===== config.mk =====
export PLATFORM = sky130hd
export DESIGN_NAME = split_data_flat
export DESIGN_NICKNAME = d
export VERILOG_FILES = /design/src/rtl/split_data_if.sv /design/src/rtl/split_data.sv /design/src/flat_wrapper.sv
export SDC_FILE = /design/constraint.sdc
export NUM_CORES = 1
export LEC_CHECK = 0
export ABC_CLOCK_PERIOD_IN_PS = 1500
export BUFFER_PORTS_ARGS = -buffer_cell sky130_fd_sc_hd__buf_2
export CORE_AREA = 2 2 66 68
export CTS_CLUSTER_SIZE = 14
export DETAILED_ROUTE_END_ITERATION = 8
export DIE_AREA = 0 0 68 70
export PLACE_DENSITY_LB_ADDON = 0.12
export SYNTH_ARGS = -nofsm -noshare
export SYNTH_HDL_FRONTEND = slang
export SYNTH_SLANG_ARGS = --single-unit

===== constraint.sdc =====
create_clock -name clk -period 1.5 [get_ports clk]
set_input_delay 0.3 -clock clk [delete_from_list [all_inputs] [get_ports clk]]
set_output_delay 0.3 -clock clk [all_outputs]
set_load 0.01 [all_outputs]

===== src/rtl/split_data_if.sv =====
// Handshake bundle between a word source and split_data, and between split_data and a UART transmitter.
interface split_data_if #(
  parameter int WIDTH = 16
);
  logic [2*WIDTH-1:0] data_i;
  logic               start_i;
  logic               ready_o;
  logic [7:0]         data_uart_o;
  logic               uart_valid_o;
  logic               uart_ready_i;
  logic               split_finished_o;

  modport slave (
    input  data_i, start_i, uart_ready_i,
    output ready_o, data_uart_o, uart_valid_o, split_finished_o
  );

  modport master (
    output data_i, start_i, uart_ready_i,
    input  ready_o, data_uart_o, uart_valid_o, split_finished_o
  );
endinterface


===== src/rtl/split_data.sv =====
// Serialises one {I,Q} word into UART bytes, MSB first, with valid/ready backpressure.
// Defining SPLIT_SYNC_HEADER_EN prepends SYNC_BYTE to every word.
//
// state | meaning
// IDLE  | ready for a new word
// SEND  | presenting bytes to the UART, shifting on each handshake
// DONE  | one-cycle split_finished_o pulse, then back to IDLE
module split_data #(
  parameter int         WIDTH     = 16,
  parameter logic [7:0] SYNC_BYTE = 8'hA5
) (
  input logic         clk,
  input logic         rst,
  split_data_if.slave bus
);

  localparam int NB = 2*WIDTH/8;
`ifdef SPLIT_SYNC_HEADER_EN
  localparam int NB_TOT = NB + 1;
`else
  localparam int NB_TOT = NB;
`endif
  localparam int SW = 8*NB_TOT;
  localparam int CW = $clog2(NB_TOT+1);
  localparam logic [CW-1:0] LAST = CW'(NB_TOT-1);

  localparam logic [1:0] IDLE = 2'd0;
  localparam logic [1:0] SEND = 2'd1;
  localparam logic [1:0] DONE = 2'd2;

  logic [1:0]    state_q, state_d;
  logic [SW-1:0] shift_q, shift_d;
  logic [CW-1:0] cnt_q, cnt_d;
  logic [SW-1:0] load_word;
  logic          accept;
  logic          xfer;

`ifdef SPLIT_SYNC_HEADER_EN
  assign load_word = {SYNC_BYTE, bus.data_i};
`else
  assign load_word = bus.data_i;
`endif

  assign accept = (state_q == IDLE) && bus.start_i;
  assign xfer   = (state_q == SEND) && bus.uart_ready_i;

  always_comb begin
    state_d = state_q;
    shift_d = shift_q;
    cnt_d   = cnt_q;
    case (state_q)
      IDLE: begin
        if (accept) begin
          state_d = SEND;
          shift_d = load_word;
          cnt_d   = '0;
        end
      end
      SEND: begin
        if (xfer) begin
          shift_d = shift_q << 8;
          cnt_d   = cnt_q + CW'(1);
          if (cnt_q == LAST) state_d = DONE;
        end
      end
      DONE:    state_d = IDLE;
      default: state_d = IDLE;
    endcase
  end

  always_ff @(posedge clk or negedge rst) begin
    if (!rst) begin
      state_q <= IDLE;
      shift_q <= '0;
      cnt_q   <= '0;
    end else begin
      state_q <= state_d;
      shift_q <= shift_d;
      cnt_q   <= cnt_d;
    end
  end

  // Output byte is always the top of the shift register, so it cannot move without a handshake.
  assign bus.data_uart_o      = shift_q[SW-1 -: 8];
  assign bus.uart_valid_o     = (state_q == SEND);
  assign bus.ready_o          = (state_q == IDLE);
  assign bus.split_finished_o = (state_q == DONE);

endmodule


===== src/flat_wrapper.sv =====
// flat-port wrapper written by rule: the top's interface ports become plain ports
module split_data_flat 
#(
  parameter int         WIDTH     = 16,
  parameter logic [7:0] SYNC_BYTE = 8'hA5
)
  (clk, rst, bus_data_i, bus_start_i, bus_uart_ready_i, bus_ready_o, bus_data_uart_o, bus_uart_valid_o, bus_split_finished_o);
  split_data_if #(.WIDTH(WIDTH)) bus_i ();
  input logic clk;
  input logic rst;
  input wire logic [$bits(bus_i.data_i)-1:0] bus_data_i;
  input wire logic [$bits(bus_i.start_i)-1:0] bus_start_i;
  input wire logic [$bits(bus_i.uart_ready_i)-1:0] bus_uart_ready_i;
  output wire logic [$bits(bus_i.ready_o)-1:0] bus_ready_o;
  output wire logic [$bits(bus_i.data_uart_o)-1:0] bus_data_uart_o;
  output wire logic [$bits(bus_i.uart_valid_o)-1:0] bus_uart_valid_o;
  output wire logic [$bits(bus_i.split_finished_o)-1:0] bus_split_finished_o;
  assign bus_i.data_i = bus_data_i;
  assign bus_i.start_i = bus_start_i;
  assign bus_i.uart_ready_i = bus_uart_ready_i;
  assign bus_ready_o = bus_i.ready_o;
  assign bus_data_uart_o = bus_i.data_uart_o;
  assign bus_uart_valid_o = bus_i.uart_valid_o;
  assign bus_split_finished_o = bus_i.split_finished_o;
  split_data #(.WIDTH(WIDTH), .SYNC_BYTE(SYNC_BYTE)) u_core (.clk(clk), .rst(rst), .bus(bus_i));
endmodule

# Word-level counts from Yosys, hierarchy flattened
# Index checks and enable logic that the tools add are counted.
[word_totals] regBits=37 mem_bits_ro=0 in_bits=36 ramBits=0 latch_bits=0 n_memories=0 out_inout_bits=11
[classes] mux=10 add_sub_neg=1 n_shift=0 n_lt_le_gt_ge=0 n_reduce_logical=6 bitwise=0 n_div=0 eq_ne=6 multipliers=0
[ops] op="two-way mux 32 bit" n=2
[ops] op="one-hot mux 32 bit (2 select lines)" n=1
[ops] op="two-way mux 2 bit" n=3
[ops] op="two-way mux 3 bit" n=2
[ops] op="!= test 2 x 1 -> 1 bit (second input constant)" n=3
[ops] op="one-hot mux 3 bit (2 select lines)" n=1
[ops] op="AND reduction 3 bit" n=2
[ops] op="one-hot mux 2 bit (2 select lines)" n=1
[ops] op="adder 3 x 1 -> 3 bit (second input constant)" n=1
[ops] op="equality test 3 x 2 -> 1 bit (second input constant)" n=1
[ops] op="equality test 2 x 1 -> 1 bit (second input constant)" n=1
[ops] op="equality test 2 bit (second input constant)" n=1
[ops] op="logical AND 1 bit" n=2
[ops] op="logical NOT 2 bit" n=1
[ops] op="nonzero test 2 bit" n=1

# Logic depth before layout (Yosys ltp)
# Gate-level depths: netlist of run 1.
[depth] word_depth=4 mapped_depth=5 depth_no_buf=4

# Worst setup path before layout of run 1
# No wires, ideal clock.
[synth_timing] path_type="register to register" start="register u_core.state_q[1]" end="register u_core.shift_q[27]" path_slack_ns=0.040 path_stages_with_launch=5 arrival_time_ns=1.335 synth_period_minus_slack_ns=1.460 t_required_ns=1.375 n_path_buf=1 path_cell_list="dfrtp_1 > nor2b_4 > buf_2 > mux2_1 > mux2_4"
[synth_via] elab_chain_len=4 word_cells_on_any_way=9 classes_between="eq/ne (3); mux (1); reduce/logical (5)"
[synth_lines] element="from (decl)" line="split_data.sv:31" rtl="logic [1:0] state_q, state_d;"
[synth_lines] element="from (signal assigned)" line="split_data.sv:77" rtl="state_q <= state_d;"
[synth_lines] element="equality test 2 x 1 -> 1 bit *"
[synth_lines] element="named net bus_uart_valid_o" line="flat_wrapper.sv:16" rtl="output wire logic [$bits(bus_i.uart_valid_o)-1:0] bus_uart_valid_o;"
[synth_lines] element="logical AND 1 bit" line="split_data.sv:45" rtl="assign xfer = (state_q == SEND) && bus.uart_ready_i;"
[synth_lines] element="!= test 2 x 1 -> 1 bit (no line)"
[synth_lines] element="AND reduction 3 bit (no line)"
[synth_lines] element="to (signal assigned)" line="split_data.sv:78" rtl="shift_q <= shift_d;"
[synth_lines] element="to (decl)" line="split_data.sv:32" rtl="logic [SW-1:0] shift_q, shift_d;"
# The timed path passes the listed nets; every way through them passes the cells marked *.
# A chain may end at the register's enable or synchronous reset.

# Worst setup path in the final report of run 1
[layout_timing] start="register u_core.state_q[1]" end="register u_core.shift_q[16]"
[layout_via] elab_chain_len=4 word_cells_on_any_way=9 classes_between="eq/ne (3); mux (1); reduce/logical (5)"
[layout_lines] element="equality test 2 x 1 -> 1 bit or logical NOT 2 bit (tied branches)" line="split_data.sv:45, split_data.sv:51, split_data.sv:44"
[layout_lines] element="logical AND 1 bit, on equally long branches" line="split_data.sv:45, split_data.sv:44"
[layout_lines] element="!= test 2 x 1 -> 1 bit (no line)"
[layout_lines] element="AND reduction 3 bit (no line)"
# Parallel ways exist; a longest one is shown, timed or not.

==> impl_summary.md, run 1 <==
Die
Once the floorplan was initialized, standard cells occupied 44.5% of the core. The area of the die is 0.00476 sq mm. From bottom edge to top edge, the die measures 70 microns. The number of standard-cell rows in the floorplan is 24. In this run the count of I/O pins placed on the die edge is 47. In this run the horizontal extent of the chip is 68 microns. The core region is 0.00414 sq mm.

Logic synthesis
Yosys attributes the largest share of cell area to dfrtp_1, mux2_4, mux2_2. During synthesis, Yosys emitted a total of 0 warnings. The count of mapped cells out of synthesis is 124.

The post-synthesis share of cell area spent on xor and xnor gates is 0%. The cell area after technology mapping is 0.00184 sq mm. Multiplexer cells account for 33.5% of the synthesized area.

Sequential cells were found to cover 50.2% of the synthesized design area. The most frequent cell after synthesis is dfrtp_1. The count of flip-flops with a built-in enable after synthesis is 0.

Of the total synthesized cell area, the portion taken by full adders, half adders and majority gates is 1.36%. The number of nets in the synthesized netlist is 162. In the synthesized netlist, the cells that appear most often are dfrtp_1, mux2_2, mux2_4. The post-synthesis simple-gate area fraction is 2.44%.

The number of distinct library cells after synthesis is 21. The synthesized netlist devotes 5.97% of its cell area to compound gates. After synthesis, the share of flip-flops with an asynchronous set or reset is 100%. The area share of the leading cell type in the synthesized netlist is 50.2%. dfrtp_1 takes more of the synthesized area than any other cell. After synthesis the netlist holds a flip-flop and latch count of 37. The most used flip-flop cell after synthesis is dfrtp_1. The largest family of logic cells by synthesized area is multiplexers. The average footprint of a synthesized cell is 14.9 sq um.

Global routing
Entering global routing, the biggest net connects 26 pins. The aggregate global routing overflow is 0. The first global-routing pass estimated 5980 microns of wire. The number of global-route vias before repair is 1274. The global routing usage summed across all routing layers is 17.3%. The number of antenna violations at the first check in global routing was 0.

Critical path
STA classifies the critical path endpoint as a flop. The critical path goes through nor2b_4 > buf_12 > mux2_2 > mux2_4. The worst register-to-register path begins at u_core.state_q[1]. The critical path data required time is 1.67 ns. The arrival time of data at the critical path endpoint is 1.70 ns.

The slowest stage of the critical path is the dfrtp_1 cell. On the worst path, the slowest cell contributes a delay of 0.43 ns. The kind of critical path is flop to flop.

In this run the worst setup path begins at u_core.state_q[1]. Of all nets on the critical path, the largest fanout is 25. The type of element launching the critical path is a flop.

Timing
For the pin with the worst max-slew slack, the measured transition is 0.470 ns. For the finished layout, the period the worst path requires is 1.53 ns. Setup repair after global routing could not meet its margin everywhere. After layout, the worst setup slack is -0.0327 ns. The number of slew-limit violations in the final report was 0. The highest achievable clock rate is 652 MHz. Of the available clock period, the critical path in the final layout requires 102%. The number of hold violations in the final report is 0. The worst setup skew after layout is 0.00544 ns.

The final setup violation count is 20. The tightest hold path in the finished design has a slack of 0.234 ns. Measured against its own limit, the worst slew margin works out to 68.7%.

Place
The number of buffers inserted by port buffering is 46. The weighted congestion at the end of routability-driven global placement is 0.726. The placed instances occupy a cell area of 0.00212 sq mm. Once detailed placement completed, the half-perimeter wirelength came to 2530 microns.

Clock network
The TritonCTS sink count is 37. The number of setup buffers added after CTS is 0. The library cell used as clock root buffer is clkbuf_8. The clock latency on the worst-skew pair is 0.28 ns. The number of clock buffers inserted by TritonCTS is 5. The longest clock path from root to sink contains 2 buffers.

The clock edge transition at the registers on the reported setup and hold paths is 0.07 ns. In this run the number of H-tree levels came out at 2. The clock tree from TritonCTS is built.

Route
The detail-routed net length per standard cell is 16.0 microns. The total wire length after detailed routing is 3620 microns. The number of nets still failing antenna checks after routing is 0. The detailed router finished its first iteration with 18 violations. Dividing the detail-routed via count by the number of cells gives 5.06.

For this run, the detailed router's first-pass iteration total came to 4. After detailed routing, the number of remaining DRC violations is 0. The vias after detailed routing is 1144.

Run
The count of max-cap constraint violations is 0.

Pwr
In this run the power density over the cells is 2050 mW/mm^2. Total power for the finished layout comes to 0.00463 W. The total leakage power is 1.16 nW. The maximum vdd ir drop is 902 uV.

Layout
The sequential cells in the finished layout cover a total of 926 sq um. With fillers left out, the area of the finished cells amounts to 0.00226 sq mm. The layout has 361 filler cells. The repair_antennas step left the layout with diodes totalling 0.

The area of the multi-input gates is 811 sq um. At the end of the flow the core is filled with cells to 54.5%. After the last flow step, the layout net total stands at 212.

Cells with a size suffix above 1 make up 60.3% of the layout. The area growth from synthesis to layout is 22.5%.

Outcome
The run finished, with violations left. The checks that failed: setup timing.

Hold path
The class of the worst hold path is primary input to flop. The launch point of the worst hold path is bus_data_i[4].
final cells by class:
class                      count  area share (%)
clock buffer                   7            3.82
inverter                       1           0.166
multi-input combinational     71            35.9
sequential                    37            41.0
tap                           52            2.88
timing repair buffer          58            16.3
worst max-delay path, delay by kind of cell (launching register included):
family,cells,cell delay [ns]
buf+inv,1,0.20
flops,1,0.43
mux,2,0.61
simple gates,1,0.18
kinds of logic after synthesis:
family,count (synthesis)
muxes,49
DFF,37
buffers and inverters,16
AOI/OAI and AO/OA,13
and+or+nand+nor,7
adders and majority gates,2
routing by layer:
layer	vias up	GRT usage, %	part of all wire (%)
met4	0	6.00	1.7
li1	535	-	-
met3	8	5.80	5.4
met2	34	29.0	52
met1	567	20.3	41
met5	-	0	0
cells in the final DEF (no fill, tap or decap):
| master | synthesis | layout |
|---|---|---|
| buf_2 | 3 | 46 |
| dfrtp_1 | 37 | 37 |
| mux2_2 | 20 | 20 |
| mux2_4 | 18 | 18 |
| mux2_1 | 10 | 10 |
| a22o_1 | 8 | 8 |
| clkbuf_8 | 0 | 6 |
| buf_4 | 9 | 6 |
| buf_12 | 0 | 3 |
| nand2_1 | 2 | 2 |
| ha_1 | 2 | 2 |
| buf_6 | 3 | 2 |
| nor2b_4 | 1 | 1 |
| inv_1 | 1 | 1 |
| nor2_1 | 1 | 1 |
| nor2b_1 | 1 | 1 |
| nor3b_2 | 0 | 1 |
| a21oi_2 | 1 | 1 |
| a21o_1 | 2 | 1 |
| a21o_4 | 0 | 1 |
| mux2i_1 | 1 | 1 |
| a32o_1 | 1 | 1 |
| o22ai_1 | 1 | 1 |
| and3_1 | 1 | 1 |
| clkbuf_1 | 0 | 1 |
| dlygate4sd3_1 | 0 | 1 |
state kept, by name (all words and copies together), names as in the netlist:
register / count
u_core.cnt_q: 3
u_core.state_q: 2
u_core.shift_q: 32
power breakdown:
part / switching (W) / internal, W / total (W)
Sequential: 0.000245 / 0.00144 / 0.00168
Combinational: 0.000836 / 0.00142 / 0.00225
Clock: 0.000325 / 0.000364 / 0.000689
timing repair:
action	4_1_cts	5_1_grt
pin swaps	0	0
gates cloned	1	0
endpoints found under the hold margin	17	0
resized for setup	7	1
endpoints found under the setup margin	24	25
hold buffers	1	0
metrics by stage:
stage	worst slack, ns	TNS, ns	instances
floorplan	0.0400	0	124
global placement	-0.00420	-0.0146	217
detailed placement	-0.0355	-0.166	217
CTS	-0.0384	-0.333	226
global route	-0.0915	-1.69	226
finish	-0.0327	-0.407	226
path summary, 6_finish.rpt:
| kind | end | slack (ns) | cells past startpoint |
|---|---|---|---|
| min | u_core.shift_q[4] | 0.23 | 2 |
| min in group asynchronous | u_core.state_q[1] | 0.50 | 2 |
| max | u_core.shift_q[16] | -0.03 | 4 |
| max reg2reg | u_core.shift_q[16] | -0.03 | 4 |
| max in group asynchronous | u_core.shift_q[6] | 0.52 | 3 |
| min reg2reg | u_core.cnt_q[0] | 0.49 | 1 |
No activity file was read; power rests on OpenSTA's default activity.
==> inputs of run 2 (changes only) <==
CAP_MARGIN = 20   (was not set)
TNS_END_PERCENT = 5   (was not set)
==> run 2 against run 1 <==
  * The run still ends with setup timing left
  * Sequential share of layout area stayed put
  * Global-route usage did not move
  * Sequential power barely moved
  * Routed wire length down 0.50%
  * Critical path type unchanged
  * Largest power group unchanged
==> impl_summary.md, run 2 (synthesized netlist as in run 1, its figures left out) <==
Die
In this run the standard cell core region covers 0.00414 sq mm. The die is 70 microns tall. The area of the die is 0.00476 sq mm. In this run the horizontal extent of the chip is 68 microns. 47 I/O pins were placed. The starting density of the core is 44.5%. After floorplanning, the core was divided into 24 placement rows.

Route
The ratio of routed vias to standard cells is 5.07. The total wire length after detailed routing is 3600 microns. The pre-antenna-repair detailed-routing pass consisted of 4 iterations.

The vias after detailed routing is 1145. The detail route stage leaves a number of antenna-violating nets equal to 0. The detail-routed net length per standard cell is 15.9 microns.

In this run, the number of DRC markers left after iteration 0 of detailed routing was 21. The residual DRC count is 0.

Hold path
The launch point of the worst hold path is bus_data_i[4]. The number of instances on the worst hold path is 2. The class of the worst hold path is primary input to flop.

The worst hold path terminates at u_core.shift_q[4].

Place
The weighted congestion at the end of routability-driven global placement is 0.726. Timing analysis after detailed placement gives a worst setup slack of -0.0355 ns. Once placement finished, the instance area stood at 0.00212 sq mm.

After legalization and detailed placement, the total HPWL measured 2530 microns. The number of buffers inserted by port buffering is 46.

Timing
Once routing completed, OpenROAD measured the worst setup slack at -0.0324 ns. The final setup violation count is 20. The number of hold violations in the final report is 0. The highest achievable clock rate is 653 MHz. The number of slew-limit violations in the final report is 0. The worst pin sits at a relative slew slack of 68.7%. The worst path in the final design needs a cycle of 1.53 ns, including I/O delays and setup.

The transition time of the tightest slew-check pin is 0.469 ns. The total negative slack is -0.402 ns. On the final layout, the worst clock skew is 0.00544 ns. Setup repair after global routing could not meet its margin everywhere.

The final critical-path share of the clock period is 102%.

Clock network
The clock latency on the worst-skew pair is 0.28 ns. The clock passes through at most 2 buffers. The clock edge transition at the registers on the reported setup and hold paths is 0.07 ns. The number of setup buffers added after CTS is 0.

The H-tree was split into 2 levels. TritonCTS built the clock tree. Counting the buffers created by CTS gives 5. CTS placed an instance of clkbuf_8 at the clock tree root. The TritonCTS sink count is 37.

Global routing
The first global-routing pass estimated 5980 microns of wire. The number of antenna violations at the first check in global routing came to 0. The number of global-route vias before repair came to 1272. For this run the aggregate overflow at the end of global routing stands at 0. Entering global routing, the biggest net connects 26 pins. For this run, the total global-route usage over all layers was measured as 17.3%.

Layout
The most frequent standard cell in the layout excluding fill and tap cells is buf_2. The area growth from synthesis to final layout is 22.5%. The finished cells cover 0.00226 sq mm. The number of antenna diodes in the final layout is 0. In the final design database the tool counted 212 nets. Counting flops per register, the top entry is u_core.shift_q. The fraction of final layout cells sized beyond drive strength 1 is 60.3%.

Leaving out fill and tap cells, the most frequent cells in the layout are buf_2, dfrtp_1, mux2_2. The flip-flop count of the largest register after layout is 32. The largest registers in the layout are u_core.shift_q (32), u_core.cnt_q (3), u_core.state_q (2). Once layout is complete, the utilization of the core stands at 54.5%.

Pwr
The power consumption is 0.00462 W. The analysis attributes to cell leakage a power of 1.16 nW. For this design the ratio of total power to cell area is 2050 mW/mm^2. Across the VDD grid, the largest voltage drop is 901 uV.

Critical path
Data on the critical path is required at its endpoint by 1.67 ns. Across all register-to-register paths, the minimum setup slack is -0.03 ns. In this run the critical register-to-register path is captured at u_core.shift_q[9]. The worst setup path is of the flop to flop kind. The startpoint of the lowest-slack register-to-register path is u_core.state_q[1].

STA classifies the critical path startpoint as a flop. Along the worst path, the maximum fanout reaches 25. Data arrives at the worst endpoint at 1.70 ns. STA classifies the critical path endpoint as a flop. Measured in cells, the most critical reg-to-reg path has a length of 4.

Outcome
The flow ran to the end, but the final reports show violations. The checks that failed: setup timing.

Run
The count of max-cap constraint violations is 0.
==> run 2: cell counts in the layout (fill, tap and decap cells not counted) <==
Identical to the previous run, type by type.
==> run 2: how the worst max path moves through the flow <==
stage                      startpoint                  to  depth (start not counted)
finish              u_core.state_q[1]   u_core.shift_q[9]                          4
global route        u_core.state_q[0]  u_core.shift_q[16]                          4
detailed placement  u_core.state_q[1]  u_core.shift_q[11]                          4
CTS                 u_core.state_q[1]   u_core.shift_q[9]                          4
global placement    u_core.state_q[1]  u_core.shift_q[12]                          4
floorplan           u_core.state_q[1]  u_core.shift_q[27]                          4
==> run 2: worst max-delay path: stages, from the launching register on <==
cell	delay, ns
dfrtp_1	0.43
nor2b_4	0.18
buf_12	0.20
mux2_1	0.34
mux2_2	0.27
==> run 2: per-stage QoR <==
| stage | hold slack [ns] | cells |
|---|---|---|
| 2_1_floorplan | 0.00441 | 124 |
| 3_3_place_gp | 0.273 | 217 |
| 3_5_place_dp | 0.282 | 217 |
| 4_1_cts | 0.225 | 226 |
| 5_1_grt | 0.220 | 226 |
| 6_report | 0.234 | 226 |
==> run 2: layer usage <==
| metal | GRT usage (%) | share of wire, % | up-vias |
|---|---|---|---|
| li1 | - | - | 535 |
| met1 | 20.3 | 41 | 568 |
| met2 | 29.0 | 52 | 34 |
| met3 | 5.80 | 5.4 | 8 |
| met4 | 6.00 | 1.8 | 0 |
| met5 | 0 | 0 | - |
==> run 2: where the power goes <==
part | switching, W | leakage, nW | internal (W)
Sequential | 0.000243 | 0.468 | 0.00144
Clock | 0.000325 | 0.0443 | 0.000364
Combinational | 0.000835 | 0.642 | 0.00142
Total | 0.00140 | 1.16 | 0.00322
==> run 2: what timing repair did <==
| item | 4_1_cts | 5_1_grt |
|---|---|---|
| cloned | 1 | 0 |
| resized for setup | 7 | 1 |
| hold endpoints to repair | 17 | 0 |
| setup endpoints to repair | 24 | 25 |
| hold buffers | 1 | 0 |
==> run 2: final cells by class <==
cell class / instances / area (sq um)
multi-input combinational: 71 / 811
inverter: 1 / 3.75
tap: 52 / 65.1
timing repair buffer: 58 / 368
clock buffer: 7 / 86.3
fill: 361 / 1880
sequential: 37 / 926
==> inputs of run 3 (changes only) <==
PLACE_DENSITY = 0.73   (was not set)
PLACE_DENSITY_LB_ADDON = not set   (was 0.12)
==> run 3 against run 2 <==
  * Largest power group unchanged
  * Global-route usage decreased by 0.63 points
  * The flow still finishes with violations (setup timing)
  * Sequential share of layout area fell by 0.74 points
  * Flip-flop and latch count is the same
  * Routed wire length is 0.36% lower
  * Final area rose by 1.8%
  * Clock-buffer cell count fell by 2
  * Worst setup slack improved by 0.0099 ns
  * Fmax up 0.65%
  * Via count decreased by 1.3%
  * Power rose by 3.7%
==> impl_summary.md, run 3 (synthesized netlist as in run 1, its figures left out) <==
Critical path
The arrival time of data at the critical path endpoint is 1.70 ns. The type of element launching the critical path is a flop. For flop-to-flop paths, the worst setup slack is -0.02 ns.

The worst setup path is captured at a flop. The kind of critical path is flop to flop. Of all nets on the critical path, the largest fanout is 19.

The critical path data required time is 1.68 ns.

Pwr
For this design the total switching power over the nets is 0.00148 W. The internal power is 0.00331 W. Combinational logic is responsible for 50.4% of the overall power.

Per report_power, the sequential group accounts for 35.4% of the total. The switching share of power is 31.0%. The power consumption is 0.00479 W.

The part of the power in the clock network is 14.2%. The power per unit of standard cell area is 2080 mW/mm^2. The worst-case IR drop observed on VDD is 811 uV. The total leakage power is 1.20 nW.

Timing
For the pin with the worst max-slew slack, the measured transition is 0.475 ns. Setup repair after global routing could not meet its margin everywhere. After layout, the worst path uses 102% of the clock period.

The final setup violation count is 14. For this run, the top clock speed supported by timing is 657 MHz. After layout, the minimum clock period comes to 1.52 ns. The number of hold violations in the final report was 0. Measured against its own limit, the worst slew margin works out to 68.3%. The worst setup skew after layout is 0.00736 ns. The number of slew-limit violations in the final report came to 0. Setup slack on the critical path of the routed design comes to -0.0225 ns.

Outcome
The final reports fail on setup timing. The run finished, with violations left.

Clock network
The number of H-tree branching levels is 2. The clock tree from TritonCTS is built. The TritonCTS sink count is 37. The number of clock buffers inserted by TritonCTS is 5. The library cell used as clock root buffer is clkbuf_8.

The largest buffer count on any clock path is 2. After clock tree synthesis, the clock-pin slew on the worst setup and hold paths is 0.08 ns. Clock latency on the worst-skew pair, taken at its later pin, is 0.29 ns.

Die
From bottom edge to top edge, the die measures 70 microns. The x dimension of the die is 68 microns. The floorplan has 24 rows. The floorplan step defined a die boundary enclosing 0.00476 sq mm. The total area inside the core boundary comes to 0.00414 sq mm. The starting density of the core is 44.5%. The number of placed I/O pins is 47.

Place
The detailed-placement wirelength estimate is 2530 microns. The number of buffers inserted by port buffering is 46. The placement-stage worst setup slack is -0.0729 ns.

The weighted congestion at the end of routability-driven global placement is 0.790.

Layout
The antenna cell count is 0. The area growth from synthesis to final layout is 24.8%. Of the cells placed in the final design, the portion with a size suffix greater than 1 is 62.4%. After filler insertion, the fill cell instance count of the layout stands at 356. The flip-flop count of the largest register after layout is 32. The top register by number of flip-flops is u_core.shift_q.

The net count of the finished layout is 210. The most frequent standard cell in the layout excluding fill and tap cells is buf_2. The largest registers in the layout are u_core.shift_q (32), u_core.cnt_q (3), u_core.state_q (2). In the layout the commonest cells are buf_2, dfrtp_1, mux2_4.

Global routing
The global-route wire length before repair is 5840 microns. Global routing used 16.7% of the available tracks across all layers. The aggregate global routing overflow is 0.

The number of antenna violations at the first check in global routing is 0. The number of global-route vias before repair is 1254. Entering global routing, the biggest net connects 27 pins.

Route
Wires add up to 3580 microns. The detail-routed net length per standard cell is 15.9 microns. The number of search-and-repair iterations in the first detailed-routing pass is 3. The residual DRC count is 0. The ratio of routed vias to standard cells is 5.02. After the first detailed-routing iteration, the DRC count stood at 31. The vias after detailed routing is 1130. The count of nets left with antenna violations once routing finished came out at 0.

Run
The count of max-cap constraint violations is 0.

Hold path
The class of the worst hold path is primary input to flop.
run 3: cell types whose count changed in the layout (fill, tap and decap cells not counted), sizes merged:
cell      delta
buf          -2
clkbuf       -2
clkinv       +2
clkinvlp     +1
run 3: path summary, 6_finish.rpt:
path / start / to / cells past startpoint
max: u_core.state_q[0] / u_core.shift_q[18] / 4
min: bus_data_i[0] / u_core.shift_q[0] / 2
max reg2reg: u_core.state_q[0] / u_core.shift_q[18] / 4
min reg2reg: u_core.cnt_q[1] / u_core.cnt_q[1] / 1
max in group asynchronous: rst / u_core.shift_q[18] / 3
min in group asynchronous: rst / u_core.shift_q[1] / 2
run 3: per-stage QoR:
step | hold WS (ns) | utilization, % | setup TNS (ns) | cells | area (sq um)
4_1_cts | 0.217 | 54.2 | -0.385 | 223 | 2240
3_3_place_gp | 0.264 | 51.3 | 0 | 214 | 2130
5_1_grt | 0.219 | 55.5 | -1.52 | 225 | 2300
6_report | 0.223 | 55.5 | -0.160 | 225 | 2300
2_1_floorplan | 0.00441 | - | 0 | 124 | 1840
3_5_place_dp | 0.274 | 51.3 | -0.793 | 214 | 2130
run 3: power by group through the flow:
stage,clock (W),combinational [W],sequential (W)
after CTS,0.000702,0.00227,0.00170
after global placement,0,0.00212,0.00168
after floorplan,0,0.00183,0.00161
after global routing,0.000753,0.00259,0.00175
final,0.000681,0.00241,0.00170
after detailed placement,0,0.00219,0.00170
run 3: cell type report:
type	instances	area [sq um]	share of cell area, %
Inverter	1	3.75	0.163
Multi-Input combinational cell	71	856	37.2
Clock inverter	3	17.5	0.761
Clock buffer	5	68.8	2.99
Timing Repair Buffer	56	364	15.8
Sequential cell	37	926	40.2
Tap cell	52	65.1	2.83
run 3: repair_timing:
item / CTS / global route
hold buffers: 1 / 0
hold endpoints to repair: 18 / 0
setup endpoints to repair: 25 / 25
pin swaps: 0 / 1
setup buffers: 0 / 2
gates resized for setup: 5 / 10
run 3: critical path, cell delays in order, from the launching register on:
cell and delay, ns:
dfrtp_1 0.39, nor2b_4 0.24, buf_12 0.18, mux2_2 0.34, mux2_4 0.25
run 3: layer usage:
| layer | vias up | share of wire [%] | routed length [microns] | global-route usage [%] |
|---|---|---|---|---|
| met5 | - | 0 | 0 | 0 |
| met4 | 0 | 1.6 | 59 | 6.00 |
| met3 | 7 | 5.4 | 192 | 5.48 |
| met2 | 31 | 50 | 1790 | 26.9 |
| met1 | 563 | 43 | 1550 | 20.6 |
| li1 | 529 | - | - | - |
